<file path="src/rtl/mouse_bounds_sequencer.sv">
// mouse_bounds_sequencer
//   Programs the mouse controller's cursor window for one of NUM_MODES screen
//   regions. A request selects a bound set; the block then issues four strobed
//   writes (max_x, max_y, min_x, min_y) on a shared value bus. The max bounds
//   can optionally be reduced by the cursor size, saturating at the matching
//   min bound. One request can be held pending while a sequence is running.
//
// Ports
//   clk          in   1        clock
//   rst          in   1        synchronous reset, active-high
//   req          in   1        request pulse, sampled every cycle
//   req_mode     in   MODE_W   bound set to program, valid with req
//   cursor_comp  in   1        1: subtract cursor size from max bounds
//   value        out  VALUE_W  bound value, 0 when no strobe is high
//   setmax_x     out  1        one-cycle write strobe
//   setmax_y     out  1        one-cycle write strobe
//   setmin_x     out  1        one-cycle write strobe
//   setmin_y     out  1        one-cycle write strobe
//   busy         out  1        sequence in progress
//   done         out  1        one-cycle pulse after the final strobe
//   active_mode  out  MODE_W   mode of the last started sequence
//   err          out  1        one-cycle pulse for a request with an unknown mode
module mouse_bounds_sequencer #(
  parameter int VALUE_W    = 12,
  parameter int NUM_MODES  = 4,
  parameter int CURSOR_W   = 16,
  parameter int CURSOR_H   = 16,
  parameter int GAP_CYCLES = 0,
  // Per mode, LSB-first fields: max_x, max_y, min_x, min_y.
  parameter logic [NUM_MODES*4*VALUE_W-1:0] MODE_BOUNDS = {
    VALUE_W'(12'd0),   VALUE_W'(12'd0),   VALUE_W'(12'd763), VALUE_W'(12'd1019),
    VALUE_W'(12'd0),   VALUE_W'(12'd0),   VALUE_W'(12'd763), VALUE_W'(12'd1019),
    VALUE_W'(12'd367), VALUE_W'(12'd361), VALUE_W'(12'd667), VALUE_W'(12'd661),
    VALUE_W'(12'd0),   VALUE_W'(12'd0),   VALUE_W'(12'd763), VALUE_W'(12'd1019)
  },
  localparam int MODE_W = (NUM_MODES > 1) ? $clog2(NUM_MODES) : 1
) (
  input  logic               clk,
  input  logic               rst,
  input  logic               req,
  input  logic [MODE_W-1:0]  req_mode,
  input  logic               cursor_comp,
  output logic [VALUE_W-1:0] value,
  output logic               setmax_x,
  output logic               setmax_y,
  output logic               setmin_x,
  output logic               setmin_y,
  output logic               busy,
  output logic               done,
  output logic [MODE_W-1:0]  active_mode,
  output logic               err
);

  typedef enum logic [1:0] {
    ST_IDLE  = 2'd0,
    ST_WRITE = 2'd1,
    ST_GAP   = 2'd2,
    ST_DONE  = 2'd3
  } state_t;

  localparam logic [VALUE_W:0] CUR_W_EXT = (VALUE_W+1)'(CURSOR_W);
  localparam logic [VALUE_W:0] CUR_H_EXT = (VALUE_W+1)'(CURSOR_H);
  // Gap counter reload value; only meaningful when GAP_CYCLES > 0.
  localparam logic [3:0]       GAP_LAST  = 4'(GAP_CYCLES - 1);

  // Field f (0=max_x,1=max_y,2=min_x,3=min_y) of bound set m.
  function automatic logic [VALUE_W-1:0] bound_field(input logic [MODE_W-1:0] m,
                                                     input logic [1:0]        f);
    int base;
    base = (int'(m) * 4 + int'(f)) * VALUE_W;
    return MODE_BOUNDS[base +: VALUE_W];
  endfunction

  // max - sub computed one bit wider so underflow is visible; clamps to min.
  function automatic logic [VALUE_W-1:0] comp_max(input logic [VALUE_W-1:0] max_v,
                                                  input logic [VALUE_W-1:0] min_v,
                                                  input logic [VALUE_W:0]   sub);
    logic [VALUE_W:0] diff;
    diff = {1'b0, max_v} - sub;
    if (({1'b0, max_v} < sub) || (diff[VALUE_W-1:0] < min_v)) begin
      return min_v;
    end else begin
      return diff[VALUE_W-1:0];
    end
  endfunction

  // Full four-field write set for a mode, LSB-first in strobe order.
  function automatic logic [4*VALUE_W-1:0] calc_bounds(input logic [MODE_W-1:0] m,
                                                       input logic              comp);
    logic [VALUE_W-1:0] mx_x, mx_y, mn_x, mn_y;
    mx_x = bound_field(m, 2'd0);
    mx_y = bound_field(m, 2'd1);
    mn_x = bound_field(m, 2'd2);
    mn_y = bound_field(m, 2'd3);
    if (comp) begin
      mx_x = comp_max(mx_x, mn_x, CUR_W_EXT);
      mx_y = comp_max(mx_y, mn_y, CUR_H_EXT);
    end else begin
      mx_x = mx_x;
      mx_y = mx_y;
    end
    return {mn_y, mn_x, mx_y, mx_x};
  endfunction

  state_t               state_r;
  logic [1:0]           idx_r;
  logic [3:0]           gap_cnt_r;
  logic [4*VALUE_W-1:0] bounds_r;
  logic                 pend_valid_r;
  logic [MODE_W-1:0]    pend_mode_r;
  logic                 pend_comp_r;

  logic                 req_legal_s;
  logic                 req_illegal_s;
  logic [MODE_W-1:0]    launch_mode_s;
  logic                 launch_comp_s;
  logic [4*VALUE_W-1:0] launch_bounds_s;
  logic [1:0]           next_idx_s;
  logic [VALUE_W-1:0]   next_value_s;

  // Request classification and the bound set a launch would use this cycle.
  always_comb begin
    req_legal_s   = 1'b0;
    req_illegal_s = 1'b0;
    if (req) begin
      if (int'(req_mode) < NUM_MODES) begin
        req_legal_s = 1'b1;
      end else begin
        req_illegal_s = 1'b1;
      end
    end else begin
      req_legal_s   = 1'b0;
      req_illegal_s = 1'b0;
    end

    // A fresh request takes priority over a stored one.
    if (req_legal_s) begin
      launch_mode_s = req_mode;
      launch_comp_s = cursor_comp;
    end else begin
      launch_mode_s = pend_mode_r;
      launch_comp_s = pend_comp_r;
    end
    launch_bounds_s = calc_bounds(launch_mode_s, launch_comp_s);

    next_idx_s   = idx_r + 2'd1;
    next_value_s = bounds_r[int'(next_idx_s) * VALUE_W +: VALUE_W];
  end

  // Sequencer FSM with all outputs registered.
  always_ff @(posedge clk) begin
    if (rst) begin
      state_r      <= ST_IDLE;
      idx_r        <= 2'd0;
      gap_cnt_r    <= 4'd0;
      bounds_r     <= '0;
      pend_valid_r <= 1'b0;
      pend_mode_r  <= '0;
      pend_comp_r  <= 1'b0;
      value        <= '0;
      setmax_x     <= 1'b0;
      setmax_y     <= 1'b0;
      setmin_x     <= 1'b0;
      setmin_y     <= 1'b0;
      busy         <= 1'b0;
      done         <= 1'b0;
      active_mode  <= '0;
      err          <= 1'b0;
    end else begin
      // Strobes, value and pulses default low; states below raise them.
      value    <= '0;
      setmax_x <= 1'b0;
      setmax_y <= 1'b0;
      setmin_x <= 1'b0;
      setmin_y <= 1'b0;
      done     <= 1'b0;
      err      <= req_illegal_s;

      case (state_r)
        ST_IDLE, ST_DONE: begin
          // pend_valid_r can only be set here when coming from ST_DONE.
          if (req_legal_s || pend_valid_r) begin
            state_r      <= ST_WRITE;
            idx_r        <= 2'd0;
            bounds_r     <= launch_bounds_s;
            active_mode  <= launch_mode_s;
            pend_valid_r <= 1'b0;
            busy         <= 1'b1;
            setmax_x     <= 1'b1;
            value        <= launch_bounds_s[VALUE_W-1:0];
          end else begin
            state_r <= ST_IDLE;
            busy    <= 1'b0;
          end
        end

        ST_WRITE: begin
          if (req_legal_s) begin
            pend_valid_r <= 1'b1;
            pend_mode_r  <= req_mode;
            pend_comp_r  <= cursor_comp;
          end else begin
            pend_valid_r <= pend_valid_r;
          end

          if (idx_r == 2'd3) begin
            state_r <= ST_DONE;
            busy    <= 1'b0;
            done    <= 1'b1;
          end else if (GAP_CYCLES == 0) begin
            idx_r    <= next_idx_s;
            value    <= next_value_s;
            setmax_y <= (next_idx_s == 2'd1);
            setmin_x <= (next_idx_s == 2'd2);
            setmin_y <= (next_idx_s == 2'd3);
          end else begin
            state_r   <= ST_GAP;
            gap_cnt_r <= GAP_LAST;
          end
        end

        ST_GAP: begin
          if (req_legal_s) begin
            pend_valid_r <= 1'b1;
            pend_mode_r  <= req_mode;
            pend_comp_r  <= cursor_comp;
          end else begin
            pend_valid_r <= pend_valid_r;
          end

          if (gap_cnt_r == 4'd0) begin
            state_r  <= ST_WRITE;
            idx_r    <= next_idx_s;
            value    <= next_value_s;
            setmax_y <= (next_idx_s == 2'd1);
            setmin_x <= (next_idx_s == 2'd2);
            setmin_y <= (next_idx_s == 2'd3);
          end else begin
            gap_cnt_r <= gap_cnt_r - 4'd1;
          end
        end

        default: begin
          state_r <= ST_IDLE;
          busy    <= 1'b0;
        end
      endcase
    end
  end

endmodule
</file>
<file path="config.mk">
export PLATFORM = sky130hd
export DESIGN_NAME = mouse_bounds_sequencer
export DESIGN_NICKNAME = d
export VERILOG_FILES = /design/src/rtl/mouse_bounds_sequencer.sv
export SDC_FILE = /design/constraint.sdc
export NUM_CORES = 1
export LEC_CHECK = 0
export ABC_CLOCK_PERIOD_IN_PS = 2100
export CAP_MARGIN = 10
export CELL_PAD_IN_SITES_DETAIL_PLACEMENT = 0
export CELL_PAD_IN_SITES_GLOBAL_PLACEMENT = 1
export CORE_ASPECT_RATIO = 0.9
export CORE_MARGIN = 5
export CORE_UTILIZATION = 36
export CTS_BUF_LIST = sky130_fd_sc_hd__clkbuf_2
export DETAILED_ROUTE_END_ITERATION = 10
export GPL_ROUTABILITY_DRIVEN = 0
export MAX_ROUTING_LAYER = met4
export PLACE_DENSITY = 0.7
export SLEW_MARGIN = 40
export SYNTH_ARGS = -nofsm -noshare
export SYNTH_HDL_FRONTEND = slang
export SYNTH_SLANG_ARGS = --single-unit
export TNS_END_PERCENT = 1
</file>
<file path="constraint.sdc">
create_clock -name clk -period 2.1 [get_ports clk]
set_input_delay 0.63 -clock clk [delete_from_list [all_inputs] [get_ports clk]]
set_output_delay 0.63 -clock clk [all_outputs]
set_load 0.1 [all_outputs]
</file>
---- Word level (Yosys, flattened, before mapping) ----
Index checks and enable logic that the tools add are counted.
W data, S select, Z words.
word-level totals
  register bits after elaboration ......... 80
  input bits .............................. 6
operators by class
  add/subtract/negate cells ............... 7
  multiply operators ...................... 5
  $lt $le $gt $ge ......................... 4
  eq/ne operators ......................... 12
  shift-type cells ........................ 5
  muxes and demuxes ....................... 35
  bitwise logic cells ..................... 3
  reduce and logical (&&, ||, !) cells .... 16
operators by type and width
  kind                          number
  $shiftx A192 B10 Y12 const A  3
  $shiftx A192 B9 Y12 const A   1
  $mux W12                      7
  $shiftx A48 B7 Y12            1
  $pmux W12 S3                  1
  $lt A12 B12 Y1                2
  $lt A12 B5 Y1 const B         2
  $sub A12 B5 Y12 const B       2
  $mul A5 B2 Y7 const B         3
  $mux W1                       14
  $mux W2                       6
  $pmux W2 S3                   2
  $add A4 B2 Y5 const B         2
  $eq A2 B2 Y1 const B          5
  $pmux W1 S2                   5
  $reduce_and A2 Y1             5
  $mul A2 B2 Y4 const B         2
  $ne A2 B2 Y1 const B          4
  $reduce_or A2 Y1              4
  $add A4 B1 Y5 const B         1
  $eq A2 B1 Y1 const B          2
  $logic_not A4 Y1              1
  $sub A4 B1 Y4 const B         1
  $logic_or A1 B1 Y1            3
  other kinds (6)               8

---- Logic depth before layout (Yosys ltp) ----
Gate-level depths: netlist of the first run.
  word-level depth ........................ 11
  mapped depth ............................ 6
  mapped depth without buffers ............ 5

---- Least setup slack after synthesis of the first run ----
No wires, ideal clock.
  path kind ............................... register to output
  start point ............................. register value[6]
  end point ............................... output value[6]
  arrival time ............................ 1.356 ns
  path slack .............................. 0.114 ns
  stages on the path, launching flop included .. 2
  buffers on the path ..................... 1
  cells stage by stage .................... dfxtp_1 buf_4
RTL lines
  item                      line  source
  start: declaration        43    output logic [VALUE_W-1:0] value,
  start signal: assignment  190   value <= launch_bounds_s[VALUE_W-1:0];
  start signal: assignment  212   value <= next_value_s;
  start signal: assignment  234   value <= next_value_s;
No word-level cell between the ends.

---- Final worst setup path of the first run ----
  start point ............................. register idx_r[0]
  end point ............................... register value[4]
on the way
  word-level cells in the longest chain between the ends .. 5
  elaborated cells on any way between the ends .. 7
  those cells by class .................... 1 x add/sub; 1 x mul; 1 x eq/ne; 1 x shift; 3 x mux
ends and longest elaborated chain
  item                                line      source
  start: declaration                  106       logic [1:0] idx_r;
  start signal: assignment            211       idx_r <= next_idx_s;
  start signal: assignment            233       idx_r <= next_idx_s;
  $add A2 B1 Y2                       146       next_idx_s = idx_r + 2'd1;
  $mul A2 B2 Y4                       147       next_value_s = bounds_r[int'(next_idx_s) * VALUE_W +: VALUE_W];
  $shiftx A48 B7 Y12                  147
  $mux W12, on equally long branches  231, 206
  $pmux W12 S3 *                      179       case (state_r)
Every way passes the cells marked *; elsewhere a longest branch is shown, timed or not.
A chain may end at the register's enable or synchronous reset.

==> results.json, run 1 <==
{
  "drt_first_iter_violations": 81,
  "grt_max_degree": 16,
  "viasPerCell": 5.008,
  "avgSynthCellArea_sq_um": 9.113,
  "clk_pin_slew_worst_paths_ns": 0.16,
  "final-hold-violation-count": 0,
  "crit_buf_inv": 1,
  "crit_cells": 4,
  "fill_cells": 394,
  "overflow": 0,
  "min_path_cells": 2,
  "stdcell_area_sq_um": 1866,
  "area_delta_synth_final_pct": 23.33,
  "grt_pass1_vias": 1156,
  "hp-start": "bounds_r[16]",
  "cts_tree": "done",
  "antenna_left": 0,
  "core_area_sq_um": 4074,
  "outcome": "complete, no violations",
  "final_cell_mix": "dfxtp_1, nor2_1, buf_4, inv_1, a21oi_1",
  "irDropWorstVdd_uv": 283.1,
  "track_usage_pct": 12.20,
  "pin_count": 27,
  "worstHoldPathType": "flip-flop to flip-flop",
  "synth-edff-count": 0,
  "ys_types": 44,
  "grt_pass1_wl_um": 5230,
  "cpMaxStageDelayCell": "dfxtp_1",
  "dieHeight_um": 71.50,
  "yosysWarnings": 0,
  "drv_cap": 0,
  "root_buffer": "clkbuf_2",
  "cts_resized": 0,
  "fin_crit_ns": 1.785,
  "dp_hpwl_um": 2299,
  "layout_commonest_cell": "dfxtp_1",
  "synth.ff_latch_count": 32,
  "initial_utilization_pct": 37.13,
  "worst_clock_skew_ns": 0.01139,
  "min_period_over_period_pct": 84.98,
  "drv_slew": 0,
  "reg2reg_to": "value[4]",
  "post-cts-setup-buffers": 0,
  "wl_per_cell_um": 12.67,
  "synthFlopType": "dfxtp_1",
  "drive_above_1_share_pct": 18.95,
  "portBuffers": 23,
  "worst_path_largest_cell_delay_ns": 0.53,
  "finalSetupTns_ns": 0,
  "seq_area_frac_synth_pct": 42.35,
  "rows": 22,
  "cp_max_fo": 9,
  "synthTopCellsByArea": "dfxtp_1, ha_1, mux2i_1",
  "p_per_area_nw_per_um2": 801.8,
  "cts_max_path_buffers": 2,
  "dr.pass1.iters": 4,
  "place_area_sq_um": 1827,
  "cts_hold_buf": 0,
  "clk_latency_ns": 0.37,
  "cts.sinks": 32,
  "drc": 0,
  "reg2reg_depth": 4,
  "worstPathArrival_ns": 2.08,
  "worstHoldEndpoint": "bounds_r[16]",
  "crit_path_end_kind": "flip-flop",
  "netlist_area_sq_um": 1513,
  "synth_cells": 166,
  "worstPathRequired_ns": 2.39,
  "rsz0062_at_grt": "no",
  "die-area_sq_um": 5600,
  "startpoint_type": "flip-flop",
  "layout.nets": 202,
  "cts_buffers": 5,
  "wl_um": 3015,
  "critPathTopFamily": "flip-flops",
  "fp.dieW_um": 78.33,
  "routed-via-count": 1192,
  "yosysTopAreaCell": "dfxtp_1",
  "p_leak_uw": 0.0007527,
  "ys_async_sr_fraction_pct": 0,
  "synth_top_area_share_pct": 42.35,
  "h-tree-depth": 2,
  "critPathKind": "flip-flop to flip-flop",
  "diodes": 0,
  "path_cells": "inv_1 -> ha_1 -> or3b_2 -> o32ai_1",
  "antenna_found_initial": 0,
  "fmax_mhz": 560.4,
  "setup_viol": 0,
  "r2r_slack_ns": 0.32,
  "r2r_start": "idx_r[0]"
}
## layout make-up
type | count | area (sq um) | area share, %
Tap cell | 48 | 60.06 | 3.219
Clock buffer | 5 | 25.02 | 1.341
Multi-Input combinational cell | 106 | 739.5 | 39.64
Clock inverter | 3 | 13.76 | 0.7378
Sequential cell | 32 | 640.6 | 34.34
Inverter | 15 | 56.30 | 3.018
Timing Repair Buffer | 29 | 330.3 | 17.71
## stage by stage
stage | utilization (%) | setup WS (ns) | instances | hold slack (ns) | total power (uW)
after floorplan | - | 0.1138 | 168 | 0.4274 | 1093
after detailed placement | 44.84 | 0.04721 | 230 | 0.4446 | 1230
after CTS | 45.79 | 0.3066 | 238 | 0.4654 | 1523
after global placement | 44.84 | 0.08922 | 230 | 0.4428 | 1226
after global routing | 45.79 | 0.1799 | 238 | 0.4849 | 1582
final | 45.79 | 0.3154 | 238 | 0.4631 | 1496
## power by group
group | leakage [uW] | switching, uW | internal, uW | total (uW)
registers | 0.000262 | 38.1 | 653 | 691
clock network | 0.0000302 | 207 | 74.4 | 282
logic | 0.000460 | 360 | 162 | 523
## worst reg2reg max path: stages, from the launching register on
cell     delay (ns)
dfxtp_1        0.53
inv_1          0.11
ha_1           0.43
or3b_2         0.50
o32ai_1        0.14
## per-layer routing
layer / up-vias / track usage (%) / wire, um
met5: - / - / 0
li1: 615 / - / -
met2: 27 / 18.54 / 1382
met4: 0 / 6.408 / 72
met1: 543 / 14.76 / 1441
met3: 7 / 3.392 / 118
## cells by family (layout without fill, tap and decap cells)
family	Yosys count	after routing	synth area share [%]
simple gates	45	45	16.63
compound gates	42	42	19.77
flops	32	32	42.35
buf+inv	30	52	9.264
mux	8	8	5.376
fa+ha+maj	7	7	5.790
other cells	1	3	0.2479
xor+xnor	1	1	0.5791
## worst max path at each step
stage,end,start,slack [ns]
finish,value[4],idx_r[0],0.32
detailed placement,pend_mode_r[1],req,0.05
global placement,value[2],req,0.09
CTS,value[4],idx_r[0],0.31
global route,value[3],state_r[0],0.18
floorplan,value[6],value[6],0.11
## cells in the mapped netlist, drive strengths merged, types with 2 or more instances
cell,count
inv,15
nand2,3
or3b,3
dfxtp,32
nand3b,2
nor2,17
ha,7
clkbuf,6
o2bb2ai,2
nand2b,3
o31ai,3
a311oi,2
nor3b,2
a21oi,9
o21ai,9
a211oi,5
o41ai,2
mux2i,7
nand3,2
nor2b,5
o211ai,2
a221oi,2
o21a,2
buf,9
nor3,2
## state kept, by name, indices dropped and copies added, names as in the netlist
signal	cells
state_r	2
bounds_r	4
pend_valid_r	1
gap_cnt_r	4
idx_r	2
value	8
setmin_y	1
active_mode	2
pend_comp_r	1
done	1
setmax_y	1
pend_mode_r	2
setmax_x	1
setmin_x	1
busy	1
(Power assumes the default switching activity.)
==> run 2, diff against run 1 <==
--- a/config.mk
+++ b/config.mk
@@ -5,7 +5,7 @@
 export SDC_FILE = /design/constraint.sdc
 export NUM_CORES = 1
 export LEC_CHECK = 0
-export ABC_CLOCK_PERIOD_IN_PS = 2100
+export ABC_CLOCK_PERIOD_IN_PS = 1700
 export CAP_MARGIN = 10
 export CELL_PAD_IN_SITES_DETAIL_PLACEMENT = 0
 export CELL_PAD_IN_SITES_GLOBAL_PLACEMENT = 1
==> constraint.sdc (replaced) <==
create_clock -name clk -period 1.7 [get_ports clk]
set_input_delay 0.51 -clock clk [delete_from_list [all_inputs] [get_ports clk]]
set_output_delay 0.51 -clock clk [all_outputs]
set_load 0.1 [all_outputs]
==> results.json, run 2 (synthesis gave the netlist of run 1 again) <==
{
  "outcome": "complete, no violations",
  "critPathKind": "flip-flop to flip-flop",
  "layout_commonest_cell": "dfxtp_1",
  "final-hold-violation-count": 0,
  "h-tree-depth": 2,
  "drc": 0,
  "stdcell_count": 249,
  "worstHoldPathType": "flip-flop to flip-flop",
  "startpoint_type": "flip-flop",
  "r2r_slack_ns": 0.05,
  "viasPerCell": 5.032,
  "worstPathRequired_ns": 1.96,
  "top_regs": "value x8, bounds_r x4, gap_cnt_r x4",
  "cpMaxStageDelayCell": "a222oi_1",
  "crit_path_end_kind": "flip-flop",
  "clk_pin_slew_worst_paths_ns": 0.16,
  "finalSetupTns_ns": 0,
  "core_area_sq_um": 4074,
  "fp.dieW_um": 78.33,
  "dieHeight_um": 71.50,
  "portBuffers": 23,
  "cts.sinks": 32,
  "rsz0062_at_grt": "no",
  "p_leak_uw": 0.0008442,
  "dp_hpwl_um": 2441,
  "final_cell_mix": "dfxtp_1, buf_12, buf_4, nor2_1, inv_1",
  "min_period_over_period_pct": 96.97,
  "regMostFlops": "value",
  "clk_latency_ns": 0.36,
  "cts_tree": "done",
  "fin_crit_ns": 1.648,
  "rows": 22,
  "initial_utilization_pct": 37.13,
  "cts_hold_buf": 0,
  "placed_cells": 240,
  "path_cells": "inv_2 -> ha_4 -> or3b_4 -> a222oi_1 -> o2bb2ai_1",
  "r2r_start": "gap_cnt_r[0]",
  "wl_per_cell_um": 12.74,
  "cp_max_fo": 4,
  "p_per_area_nw_per_um2": 924.6,
  "fmax_mhz": 606.6,
  "grt_pass1_wl_um": 5237,
  "layout.nets": 214,
  "routed-via-count": 1253,
  "diodes": 0,
  "setup_viol": 0,
  "seq_area_sq_um": 644.4,
  "reg2reg_depth": 5,
  "worstPathArrival_ns": 1.91,
  "worst_clock_skew_ns": 0.003138,
  "crit_start": "gap_cnt_r[0]",
  "stdcell_area_sq_um": 2103,
  "cts_buffers": 5,
  "drv_cap": 0,
  "reg2reg_to": "idx_r[0]",
  "grt_pass1_vias": 1157,
  "endpoint": "idx_r[0]",
  "track_usage_pct": 12.20,
  "drive_above_1_share_pct": 28.86,
  "wl_um": 3173,
  "overflow": 0,
  "worst_path_largest_cell_delay_ns": 0.45,
  "fill_cells": 402,
  "multiInputGateArea_sq_um": 762.0,
  "pin_count": 27,
  "die-area_sq_um": 5600,
  "irDropWorstVdd_uv": 380.0,
  "post-route-util_pct": 51.63,
  "place_area_sq_um": 2028,
  "root_buffer": "clkbuf_2",
  "drt_first_iter_violations": 65,
  "antenna_found_initial": 0,
  "largest_reg_flops": 8,
  "drv_slew": 0,
  "grt_max_degree": 16,
  "dr.pass1.iters": 4,
  "cts_max_path_buffers": 2,
  "antenna_left": 0,
  "area_delta_synth_final_pct": 39.04
}
[run 2: changes by cell type in the layout (fill, tap and decap cells not counted), moves of 2 or more]
cell	previous run	this run
inv_1	15	13
inv_2	0	2
dfxtp_1	32	29
dfxtp_2	0	3
ha_1	7	5
buf_4	16	18
buf_12	8	18
[run 2: stage by stage]
| stage | worst slack [ns] | hold WS, ns | power [uW] |
|---|---|---|---|
| after global placement | -0.1811 | 0.4427 | 1596 |
| after floorplan | -0.1662 | 0.4274 | 1351 |
| final | 0.05156 | 0.4696 | 1945 |
| after global routing | 0.003697 | 0.4889 | 2034 |
| after detailed placement | -0.2735 | 0.4472 | 1607 |
| after CTS | 0.009803 | 0.4684 | 1953 |
[run 2: report_power, final]
| part | leakage, uW | switching [uW] | internal (uW) | total [uW] |
|---|---|---|---|---|
| clock network | 0.0000288 | 256 | 98.1 | 354 |
| logic | 0.000552 | 459 | 273 | 731 |
| registers | 0.000263 | 51.6 | 808 | 859 |
[run 2: critical path, delay by kind of cell, from the launching register on]
family	cells	cell delay (ns)
flip-flops	1	0.36
buffers and inverters	1	0.07
AO/OA/AOI/OAI	2	0.58
adder cells (fa/ha/maj)	1	0.13
AND/OR/NAND/NOR	1	0.40
[run 2: how the worst min path moves through the flow]
stage,from,endpoint,slack [ns],cells past startpoint
3_3_place_gp,bounds_r[16],bounds_r[16],0.44,2
4_1_cts,bounds_r[16],bounds_r[16],0.47,2
6_report,bounds_r[16],bounds_r[16],0.47,2
3_5_place_dp,bounds_r[16],bounds_r[16],0.45,2
5_1_grt,bounds_r[16],bounds_r[16],0.49,2
2_1_floorplan,bounds_r[16],bounds_r[16],0.43,2
[run 2: what timing repair did]
item / in CTS / in global routing
buffers inserted: 0 / 2
endpoints found under the hold margin: 0 / 0
gates resized for setup: 0 / 10
endpoints found under the setup margin: 0 / 8
[run 2: final cells by class]
type / instances / share of cell area, %
multi-input cells: 106 / 36.23
flip-flops and latches: 32 / 30.64
repair buffers: 41 / 25.94
well taps: 48 / 2.855
inverters: 15 / 2.677
clock buffers: 6 / 1.428
clock inverters: 1 / 0.2380
[run 2: per-layer routing]
layer | routed length [um] | vias to the layer above | GRT usage [%]
met5 | 0 | - | -
met4 | 47 | 0 | 4.078
met1 | 1456 | 577 | 14.67
li1 | - | 641 | -
met2 | 1476 | 30 | 18.44
met3 | 193 | 5 | 5.151
